==> src/rtl/rom_download_ctrl.sv <==
// -----------------------------------------------------------------------------
// rom_download_ctrl
//
// Purpose:
//   Sequences the HPS ioctl download stream into the arcade core.
//     - index 0   : ROM bytes, queued in a small first-word-fall-through FIFO
//                   so a slow ROM/SDRAM port can apply backpressure.
//     - index 1   : game-select byte (last write wins).
//     - index 254 : DIP switch bank, eight bytes at addresses 0..7.
//   Keeps the core in reset while a download runs, while the ROM FIFO drains,
//   and for a fixed hold time afterwards. After that the core runs under the
//   control of the (registered) user reset request.
//
// Parameters:
//   ROM_AW       ROM write address width
//   ROM_SIZE     index-0 bytes at addresses >= ROM_SIZE are dropped
//   FIFO_DEPTH   ROM write FIFO entries (power of two, >= 2)
//   HOLD_CYCLES  core reset hold after the FIFO has drained (>= 1)
//
// Ports:
//   clk_sys         in   system clock
//   reset           in   synchronous, active-high reset
//   user_reset      in   menu/button reset request (level)
//   ioctl_download  in   download active
//   ioctl_wr        in   one-cycle byte strobe, cannot be stalled
//   ioctl_index     in   stream index
//   ioctl_addr      in   byte address within the stream
//   ioctl_dout      in   byte data
//   dn_addr         out  ROM write address (FIFO head)
//   dn_data         out  ROM write data (FIFO head)
//   dn_wr           out  ROM write valid (FIFO not empty)
//   dn_ready        in   ROM port accepts; a transfer is dn_wr & dn_ready
//   game_id         out  selected game number
//   dip_sw          out  DIP bank, byte k at bits [8k+7:8k]
//   core_reset      out  reset to the arcade core
//   rom_loaded      out  at least one complete ROM download has been seen
//   fifo_ovf        out  sticky: a ROM byte was lost on a full FIFO
// -----------------------------------------------------------------------------
module rom_download_ctrl #(
  parameter int ROM_AW      = 16,
  parameter int ROM_SIZE    = 32'h0000_C000,
  parameter int FIFO_DEPTH  = 4,
  parameter int HOLD_CYCLES = 64
) (
  input  logic              clk_sys,
  input  logic              reset,
  input  logic              user_reset,
  input  logic              ioctl_download,
  input  logic              ioctl_wr,
  input  logic [7:0]        ioctl_index,
  input  logic [24:0]       ioctl_addr,
  input  logic [7:0]        ioctl_dout,
  output logic [ROM_AW-1:0] dn_addr,
  output logic [7:0]        dn_data,
  output logic              dn_wr,
  input  logic              dn_ready,
  output logic [7:0]        game_id,
  output logic [63:0]       dip_sw,
  output logic              core_reset,
  output logic              rom_loaded,
  output logic              fifo_ovf
);

  // ---------------------------------------------------------------------------
  // Local constants
  // ---------------------------------------------------------------------------
  localparam int PTR_W  = $clog2(FIFO_DEPTH);
  localparam int CNT_W  = $clog2(FIFO_DEPTH) + 1;
  localparam int HOLD_W = $clog2(HOLD_CYCLES + 1);

  localparam logic [24:0]       ROM_LIMIT = 25'(ROM_SIZE);
  localparam logic [CNT_W-1:0]  CNT_FULL  = CNT_W'(FIFO_DEPTH);
  localparam logic [CNT_W-1:0]  CNT_ZERO  = {CNT_W{1'b0}};
  localparam logic [CNT_W-1:0]  CNT_ONE   = CNT_W'(1);
  localparam logic [PTR_W-1:0]  PTR_ZERO  = {PTR_W{1'b0}};
  localparam logic [PTR_W-1:0]  PTR_ONE   = PTR_W'(1);
  localparam logic [HOLD_W-1:0] HOLD_LOAD = HOLD_W'(HOLD_CYCLES);
  localparam logic [HOLD_W-1:0] HOLD_ZERO = {HOLD_W{1'b0}};
  localparam logic [HOLD_W-1:0] HOLD_ONE  = HOLD_W'(1);
  localparam logic [ROM_AW-1:0] ADDR_ZERO = {ROM_AW{1'b0}};

  localparam logic [7:0] IDX_ROM  = 8'd0;
  localparam logic [7:0] IDX_GAME = 8'd1;
  localparam logic [7:0] IDX_DIP  = 8'd254;

  typedef enum logic [2:0] {
    ST_IDLE  = 3'd0,
    ST_LOAD  = 3'd1,
    ST_DRAIN = 3'd2,
    ST_HOLD  = 3'd3,
    ST_RUN   = 3'd4
  } state_t;

  // ---------------------------------------------------------------------------
  // Registers
  // ---------------------------------------------------------------------------
  state_t              state_r;
  logic [HOLD_W-1:0]   hold_cnt_r;
  logic                dl_prev_r;     // ioctl_download one cycle ago, for edge detect
  logic                pushed_r;      // an index-0 byte was queued in the current LOAD
  logic                core_reset_r;
  logic                rom_loaded_r;
  logic                fifo_ovf_r;
  logic [7:0]          game_id_r;
  logic [63:0]         dip_sw_r;

  logic [ROM_AW-1:0]   mem_addr_r [FIFO_DEPTH];
  logic [7:0]          mem_data_r [FIFO_DEPTH];
  logic [PTR_W-1:0]    wr_ptr_r;
  logic [PTR_W-1:0]    rd_ptr_r;
  logic [CNT_W-1:0]    count_r;

  // ---------------------------------------------------------------------------
  // Strobe decode and FIFO handshake
  // ---------------------------------------------------------------------------
  logic strobe_s;
  logic rom_req_s;
  logic empty_s;
  logic full_s;
  logic pop_s;
  logic push_s;
  logic drop_s;
  logic dl_rise_s;
  logic dl_fall_s;

  assign strobe_s  = ioctl_download & ioctl_wr;
  assign rom_req_s = strobe_s & (ioctl_index == IDX_ROM) & (ioctl_addr < ROM_LIMIT);
  assign empty_s   = (count_r == CNT_ZERO);
  assign full_s    = (count_r == CNT_FULL);
  assign pop_s     = ~empty_s & dn_ready;
  // A full FIFO still takes a byte when the head leaves in the same cycle.
  assign push_s    = rom_req_s & (~full_s | pop_s);
  assign drop_s    = rom_req_s & full_s & ~pop_s;
  assign dl_rise_s = ioctl_download & ~dl_prev_r;
  assign dl_fall_s = ~ioctl_download & dl_prev_r;

  // ---------------------------------------------------------------------------
  // Outputs: FIFO head is presented directly (fall-through), the rest are
  // registers.
  // ---------------------------------------------------------------------------
  assign dn_wr      = ~empty_s;
  assign dn_addr    = mem_addr_r[rd_ptr_r];
  assign dn_data    = mem_data_r[rd_ptr_r];
  assign game_id    = game_id_r;
  assign dip_sw     = dip_sw_r;
  assign core_reset = core_reset_r;
  assign rom_loaded = rom_loaded_r;
  assign fifo_ovf   = fifo_ovf_r;

  // ROM write FIFO: storage, pointers and occupancy count.
  // Storage is cleared on reset so the head reads zero while empty after reset.
  always_ff @(posedge clk_sys) begin
    if (reset) begin
      for (int i = 0; i < FIFO_DEPTH; i++) begin
        mem_addr_r[i] <= ADDR_ZERO;
        mem_data_r[i] <= 8'h00;
      end
      wr_ptr_r <= PTR_ZERO;
      rd_ptr_r <= PTR_ZERO;
      count_r  <= CNT_ZERO;
    end else begin
      if (push_s) begin
        mem_addr_r[wr_ptr_r] <= ioctl_addr[ROM_AW-1:0];
        mem_data_r[wr_ptr_r] <= ioctl_dout;
        wr_ptr_r             <= wr_ptr_r + PTR_ONE;
      end
      if (pop_s) begin
        rd_ptr_r <= rd_ptr_r + PTR_ONE;
      end
      case ({push_s, pop_s})
        2'b10:   count_r <= count_r + CNT_ONE;
        2'b01:   count_r <= count_r - CNT_ONE;
        default: count_r <= count_r;
      endcase
    end
  end

  // Side-band registers: game select, DIP bank and the sticky overflow flag.
  always_ff @(posedge clk_sys) begin
    if (reset) begin
      game_id_r  <= 8'h00;
      dip_sw_r   <= 64'hFFFF_FFFF_FFFF_FFFF;
      fifo_ovf_r <= 1'b0;
    end else begin
      if (strobe_s && (ioctl_index == IDX_GAME)) begin
        game_id_r <= ioctl_dout;
      end
      // Only the first eight bytes of the DIP stream map onto the bank.
      if (strobe_s && (ioctl_index == IDX_DIP) && (ioctl_addr[24:3] == 22'd0)) begin
        dip_sw_r[{ioctl_addr[2:0], 3'b000} +: 8] <= ioctl_dout;
      end
      if (drop_s) begin
        fifo_ovf_r <= 1'b1;
      end
    end
  end

  // Download sequencer: state, hold counter, core reset and load status.
  always_ff @(posedge clk_sys) begin
    if (reset) begin
      state_r      <= ST_HOLD;
      hold_cnt_r   <= HOLD_LOAD;
      dl_prev_r    <= 1'b0;
      pushed_r     <= 1'b0;
      core_reset_r <= 1'b1;
      rom_loaded_r <= 1'b0;
    end else begin
      dl_prev_r <= ioctl_download;

      // A strobe in the very cycle the download rises belongs to the new LOAD.
      if (dl_rise_s) begin
        pushed_r <= push_s;
      end else if (push_s) begin
        pushed_r <= 1'b1;
      end

      // Core stays in reset everywhere except RUN, where it follows user_reset.
      core_reset_r <= 1'b1;

      // A new download preempts every state; queued ROM bytes are kept.
      if (dl_rise_s) begin
        state_r <= ST_LOAD;
      end else begin
        case (state_r)
          ST_IDLE: begin
            state_r <= ST_IDLE;
          end
          ST_LOAD: begin
            if (dl_fall_s) begin
              state_r <= ST_DRAIN;
              if (pushed_r) begin
                rom_loaded_r <= 1'b1;
              end
            end
          end
          ST_DRAIN: begin
            if (empty_s) begin
              state_r    <= ST_HOLD;
              hold_cnt_r <= HOLD_LOAD;
            end
          end
          ST_HOLD: begin
            if (hold_cnt_r == HOLD_ZERO) begin
              // Without a ROM the core must stay parked in reset.
              if (rom_loaded_r) begin
                state_r      <= ST_RUN;
                core_reset_r <= user_reset;
              end else begin
                state_r <= ST_IDLE;
              end
            end else begin
              hold_cnt_r <= hold_cnt_r - HOLD_ONE;
            end
          end
          ST_RUN: begin
            core_reset_r <= user_reset;
          end
          default: begin
            state_r <= ST_IDLE;
          end
        endcase
      end
    end
  end

endmodule

==> config.mk <==
export PLATFORM = sky130hd
export DESIGN_NAME = rom_download_ctrl
export DESIGN_NICKNAME = d
export VERILOG_FILES = /design/src/rtl/rom_download_ctrl.sv
export SDC_FILE = /design/constraint.sdc
export NUM_CORES = 1
export LEC_CHECK = 0
export ABC_AREA = 1
export CORE_MARGIN = 2
export CORE_UTILIZATION = 60
export DETAILED_ROUTE_END_ITERATION = 10
export DONT_BUFFER_PORTS = 1
export GPL_ROUTABILITY_DRIVEN = 0
export PLACE_DENSITY = 0.76
export SLEW_MARGIN = 30
export SYNTH_ARGS = -nofsm -noshare
export SYNTH_HDL_FRONTEND = slang
export SYNTH_SLANG_ARGS = --single-unit
==> constraint.sdc <==
create_clock -name clk_sys -period 3.6 [get_ports clk_sys]
set_input_delay 0.18 -clock clk_sys [delete_from_list [all_inputs] [get_ports clk_sys]]
set_output_delay 0.18 -clock clk_sys [all_outputs]
set_load 0.03 [all_outputs]
# After elaboration in Yosys (flattened, before gate mapping)
# Memories as Yosys holds them, arrays and structs flattened. A register that Yosys moved wholly into a read port is not among the register bits.
# Cells that the tools add are included.
# Widths: inputs -> output; s select.
dict set report totals {
  ff_bits 94
  mem_bits_rw 96
  input_bits 47
  n_memories 2
}
# name words word_bits read_ports rd_clocked_by_memory_dff write_ports line
set mem_list {}
lappend mem_list {mem_addr_r 4 16 1 1 4 107} ;# logic [ROM_AW-1:0] mem_addr_r [FIFO_DEPTH];
lappend mem_list {mem_data_r 4 8 1 1 4 108} ;# logic [7:0] mem_data_r [FIFO_DEPTH];
dict set report classes {
  n_addsub 6
  n_lt_le_gt_ge 1
  eq_ne 17
  shifts 2
  muxes 31
  bitwise_logic 17
  reduce_logical 17
}
# cell count
set op_table {}
lappend op_table {{$bwmux 64} 1}
lappend op_table {{$shift 8x8->64 const A} 1}
lappend op_table {{$shiftx 8x8->64} 1}
lappend op_table {{$lt 25x16->1 const B} 1}
lappend op_table {{$logic_not 22->1} 1}
lappend op_table {{$mux 16} 1}
lappend op_table {{$reduce_and 4->1} 4}
lappend op_table {{$reduce_or 16->1} 1}
lappend op_table {{$mux 2} 7}
lappend op_table {{$mux 7} 2}
lappend op_table {{$pmux 7 s2} 1}
lappend op_table {{$mux 3} 4}
lappend op_table {{$pmux 3 s4} 1}
lappend op_table {{$mux 1} 11}
lappend op_table {{$ne 2x2->1 const B} 5}
lappend op_table {{$and 1x1->1} 9}
lappend op_table {{$ne 3x3->1 const B} 3}
lappend op_table {{$eq 8x1->1 const B} 1}
lappend op_table {{$eq 8x8->1 const B} 1}
lappend op_table {{$logic_not 8->1} 1}
lappend op_table {{$mux 8} 1}
lappend op_table {{$neg 6->8} 1}
lappend op_table {{$reduce_or 8->1} 1}
lappend op_table {{$logic_not 7->1} 1}
lappend op_table {{other kinds (17)} 30}

# Depth between registers and ports, before layout
dict set report depth {
  word_depth 10
  ltp_mapped 12
  mapped_depth_nobuf 12
}

# Worst setup path before layout
# No wires, ideal clock.
dict set report synth_path {
  kind {reg-to-reg}
  start {register count_r[2]}
  end {memory mem_addr_r[3][0], enable pin}
  setup_ns 0.442
  t_arrival_ns 2.892
  path_slack_ns 0.266
  path_stages_with_launch 7
  n_path_buf 0
  path_cell_list {dfxtp_1 inv_1 nand2_1 nand2_1 nand3_1 nand2_2 o31ai_1}
}
# element line
set synth_lines {}
lappend synth_lines {{start, declared} 111} ;# logic [CNT_W-1:0] count_r;
lappend synth_lines {{start signal, assigned} 171} ;# 2'b10: count_r <= count_r + CNT_ONE;
lappend synth_lines {{start signal, assigned} 172} ;# 2'b01: count_r <= count_r - CNT_ONE;
lappend synth_lines {{start signal, assigned} 173} ;# default: count_r <= count_r;
lappend synth_lines {{end, declared} 107}

==> results.md <==
- Final Setup Violations: 0
- Initial antenna violation count: 0
- Die width: 125.6 um
- Synth cell types: 36
- PostCTS Resize Cnt: 0
- Commonest non-fill, non-tap cell in the layout: nor2_1
- GR Util met1: between 30% and 40%
- Share of cells above drive strength 1: between 10% and 20%
- Cell Rows: 44
- Power density cells: 553.6 nW/um^2
- Total CTS buffers: 17
- Met2 Usage GRT: 46.49%
- Hold crit path type: in -> reg
- RSZ-0062 raised after global routing: no
- R2R depth: 9
- Met3 usage: 7.562%
- Io pins: 147
- Worst Tran Pin Value: 941.2 ps
- CTS H-Tree Depth: 4
- Fillers: 1137
- Critical Path Max Stage Delay: 450 ps
- Seq cells post-synth: 192
- DR pass1 iterations: 6
- Reg2reg start: count_r[2]
- Worst Setup Start Kind: flop
- Max-slew headroom: 37.17%
- WP depth: 9
- Vias per Instance: 6.065
- CTS tree: done
- Clock transition at the registers of the reported paths: 60 ps
- CP arrival: 2860 ps
- Tcrit/Tclk final: between 70% and 80%
- MaxCap Viol Count: 0
- Setup bufs post-CTS: 0
- First-pass GRT wire length: 35.80 mm
- Syn Area/Cell: 9.076 um^2
- Crit Path Max Fanout: 25
- Final slew viol count: 0
- Detailed placement HPWL: 14.40 mm
- Mapped Cells: 978
- CP delay by family, top: simple AND/OR/NAND/NOR gates
- Worst Setup Path Type: reg -> reg
- Most frequent cells in the layout: 153 x nor2_1, 137 x nand2_1, 96 x dfxtp_1, 96 x edfxtp_1, 84 x nand3_1
- Iteration-0 DRC count of the detailed router: between 700 and 800
- P&R area growth vs syn: 9.839%
- Nets@finish: roughly 1000
- Crit-path most repeated cell: nand2_1
- Post-Syn Nets: ~1000
- Critical path origin: count_r[2]
- Fmax: about 0.37 GHz
- Clock skew: 6.911 ps
- Reg-to-reg endpoint: mem_data_r[0][5]
- Post-cts hold buffer count: 22
- Final Instance Area: 9749 um^2
- Critical Path RT: 3720 ps
- VDD IR-drop max: 347.6 uV
- Post-synthesis cell area: 8876 um^2
- Starting Density: 61.30%
- Worst path cell trace: inv_1 > nand2_1 > nand2_1 > nand3_1 > nand2_2 > inv_2 > nand4_4 > nand2_1 > buf_4
- CP Capture Type: flop
- Worst path slowest cell: nand2_1
- Root buf cell: clkbuf_16
- Register area share after synthesis: 54.13%
- Post-DRT Antenna Nets: 0
- R2r setup slk: 870 ps
- Final Hold Fails: 0
- Vias in the first global route: around 6900
- DRT Wirelength: 22.21 mm
- Vias: 7145
- Clk Latency, worst-skew pair: 430 ps
- Avg WL per Cell: 18.85 um
- Largest net degree at the start of global routing: 73
- IO Port Bufs: 0
- Core area: 14480 um^2
- Max Root-Sink Buffers: 2
- Antenna Cells: 0
- Gr busiest metal: met2
- Synth Warn #: 0
- Sum Neg Setup Slack: 0 ps
- Die Ht: 125.6 um
- Clk sinks: roughly 190
- Aggregate global routing overflow: 0
- Status: finished clean
- Die area: 15780 um^2
- Placed inst area: 8982 um^2
- DRC: 0
- Number of buffers and inverters on the critical path: 3
- Final min period: roughly 2700 ps
- Leak pwr: 3.789 nW
- Setup crit end: mem_data_r[0][5]
- Total track usage: 28.49%
## final cells by class
| type | instances | area (um^2) | area share (%) |
|---|---|---|---|
| tap | 184 | 230.2 | 2.361 |
| clock buffer | 24 | 451.7 | 4.633 |
| sequential | 192 | 4805 | 49.28 |
| multi-input combinational | 668 | 3570 | 36.61 |
| inverter | 61 | 229.0 | 2.349 |
| clock inverter | 8 | 88.84 | 0.9112 |
| timing repair buffer | 41 | 375.4 | 3.850 |
## per-stage QoR
| step | power [mW] | setup slack (ps) | utilization, % | hold WS, ps | instances |
|---|---|---|---|---|---|
| 2_1_floorplan | 3.394 | 266.0 | - | 293.2 | 978 |
| 3_3_place_gp | 3.600 | 947.0 | 62.04 | 251.0 | 1124 |
| 3_5_place_dp | 3.629 | 858.0 | 62.04 | 253.8 | 1124 |
| 4_1_cts | 5.411 | 831.3 | 67.29 | 7.212 | 1178 |
| 5_1_grt | 5.621 | 611.8 | 67.33 | 24.69 | 1178 |
| 6_report | 5.397 | 866.8 | 67.33 | 17.06 | 1178 |
## sequential cells by signal, summed over array words and instances, names as in the netlist, named ones only
register,flops
mem_data_r,32
core_reset,1
hold_cnt_r,7
count_r,3
wr_ptr_r,2
pushed_r,1
dl_prev_r,1
state_r,3
fifo_ovf,1
mem_addr_r,64
rom_loaded,1
game_id,8
rd_ptr_r,2
dip_sw,64
## cell families (layout without fill, tap and decap cells)
kind of cell / count (synthesis) / in the layout / synth area share, %
fa+ha+maj: 5 / 5 / 0.7894
simple gates: 549 / 549 / 32.11
buf+inv: 118 / 134 / 6.033
compound gates: 112 / 112 / 6.738
xor+xnor: 2 / 2 / 0.1974
flops: 192 / 192 / 54.13
## how the worst min path moves through the flow
stage	from	slack, ps	to	depth (start not counted)
detailed placement	reset	250	rom_loaded	1
global placement	reset	250	hold_cnt_r[4]	1
finish	ioctl_addr[14]	20	mem_addr_r[3][14]	2
floorplan	ioctl_dout[0]	290	dip_sw[0]	2
CTS	ioctl_addr[3]	7	mem_addr_r[3][3]	2
global route	ioctl_addr[3]	20	mem_addr_r[3][3]	2
## cells in the mapped netlist
master | count | share of area [%]
nor2_1 | 153 | 6.5
nand2_1 | 137 | 5.8
dfxtp_1 | 96 | 22
edfxtp_1 | 96 | 32
nand3_1 | 84 | 4.7
o21ai_0 | 64 | 3.6
nand4_1 | 55 | 3.9
nor3_2 | 46 | 5.2
inv_1 | 33 | 1.4
clkbuf_1 | 32 | 1.4
nor3_1 | 26 | 1.5
o22ai_1 | 24 | 1.7
a21oi_1 | 21 | 1.2
inv_2 | 20 | 0.85
nor4_1 | 16 | 1.1
buf_2 | 11 | 0.62
buf_6 | 9 | 1.1
clkinv_1 | 8 | 0.34
nand3_2 | 5 | 0.56
nor2_2 | 5 | 0.35
ha_1 | 4 | 0.56
nand2_2 | 4 | 0.28
nand3b_1 | 4 | 0.34
nor2_4 | 4 | 0.51
buf_4 | 3 | 0.25
nor3_4 | 3 | 0.55
and2_1 | 2 | 0.14
buf_1 | 2 | 0.085
nand4_2 | 2 | 0.28
o211ai_1 | 2 | 0.17
xor2_1 | 2 | 0.20
fa_1 | 1 | 0.23
nand2_4 | 1 | 0.13
nand4_4 | 1 | 0.24
o31ai_1 | 1 | 0.085
or2_2 | 1 | 0.071
## power by group
group / switching [mW] / leakage (nW) / internal (mW) / total, mW
sequential: 0.0846 / 1.77 / 2.38 / 2.46
clock: 0.768 / 0.260 / 1.01 / 1.78
combinational: 0.871 / 1.76 / 0.282 / 1.15
## layer usage
metal | up-vias | routed length [um]
met5 | - | 0
met3 | 31 | 1972
li1 | 3421 | -
met4 | 0 | 409
met2 | 310 | 10810
met1 | 3383 | 9016
Note: power is estimated with default switching activity, not from simulation.
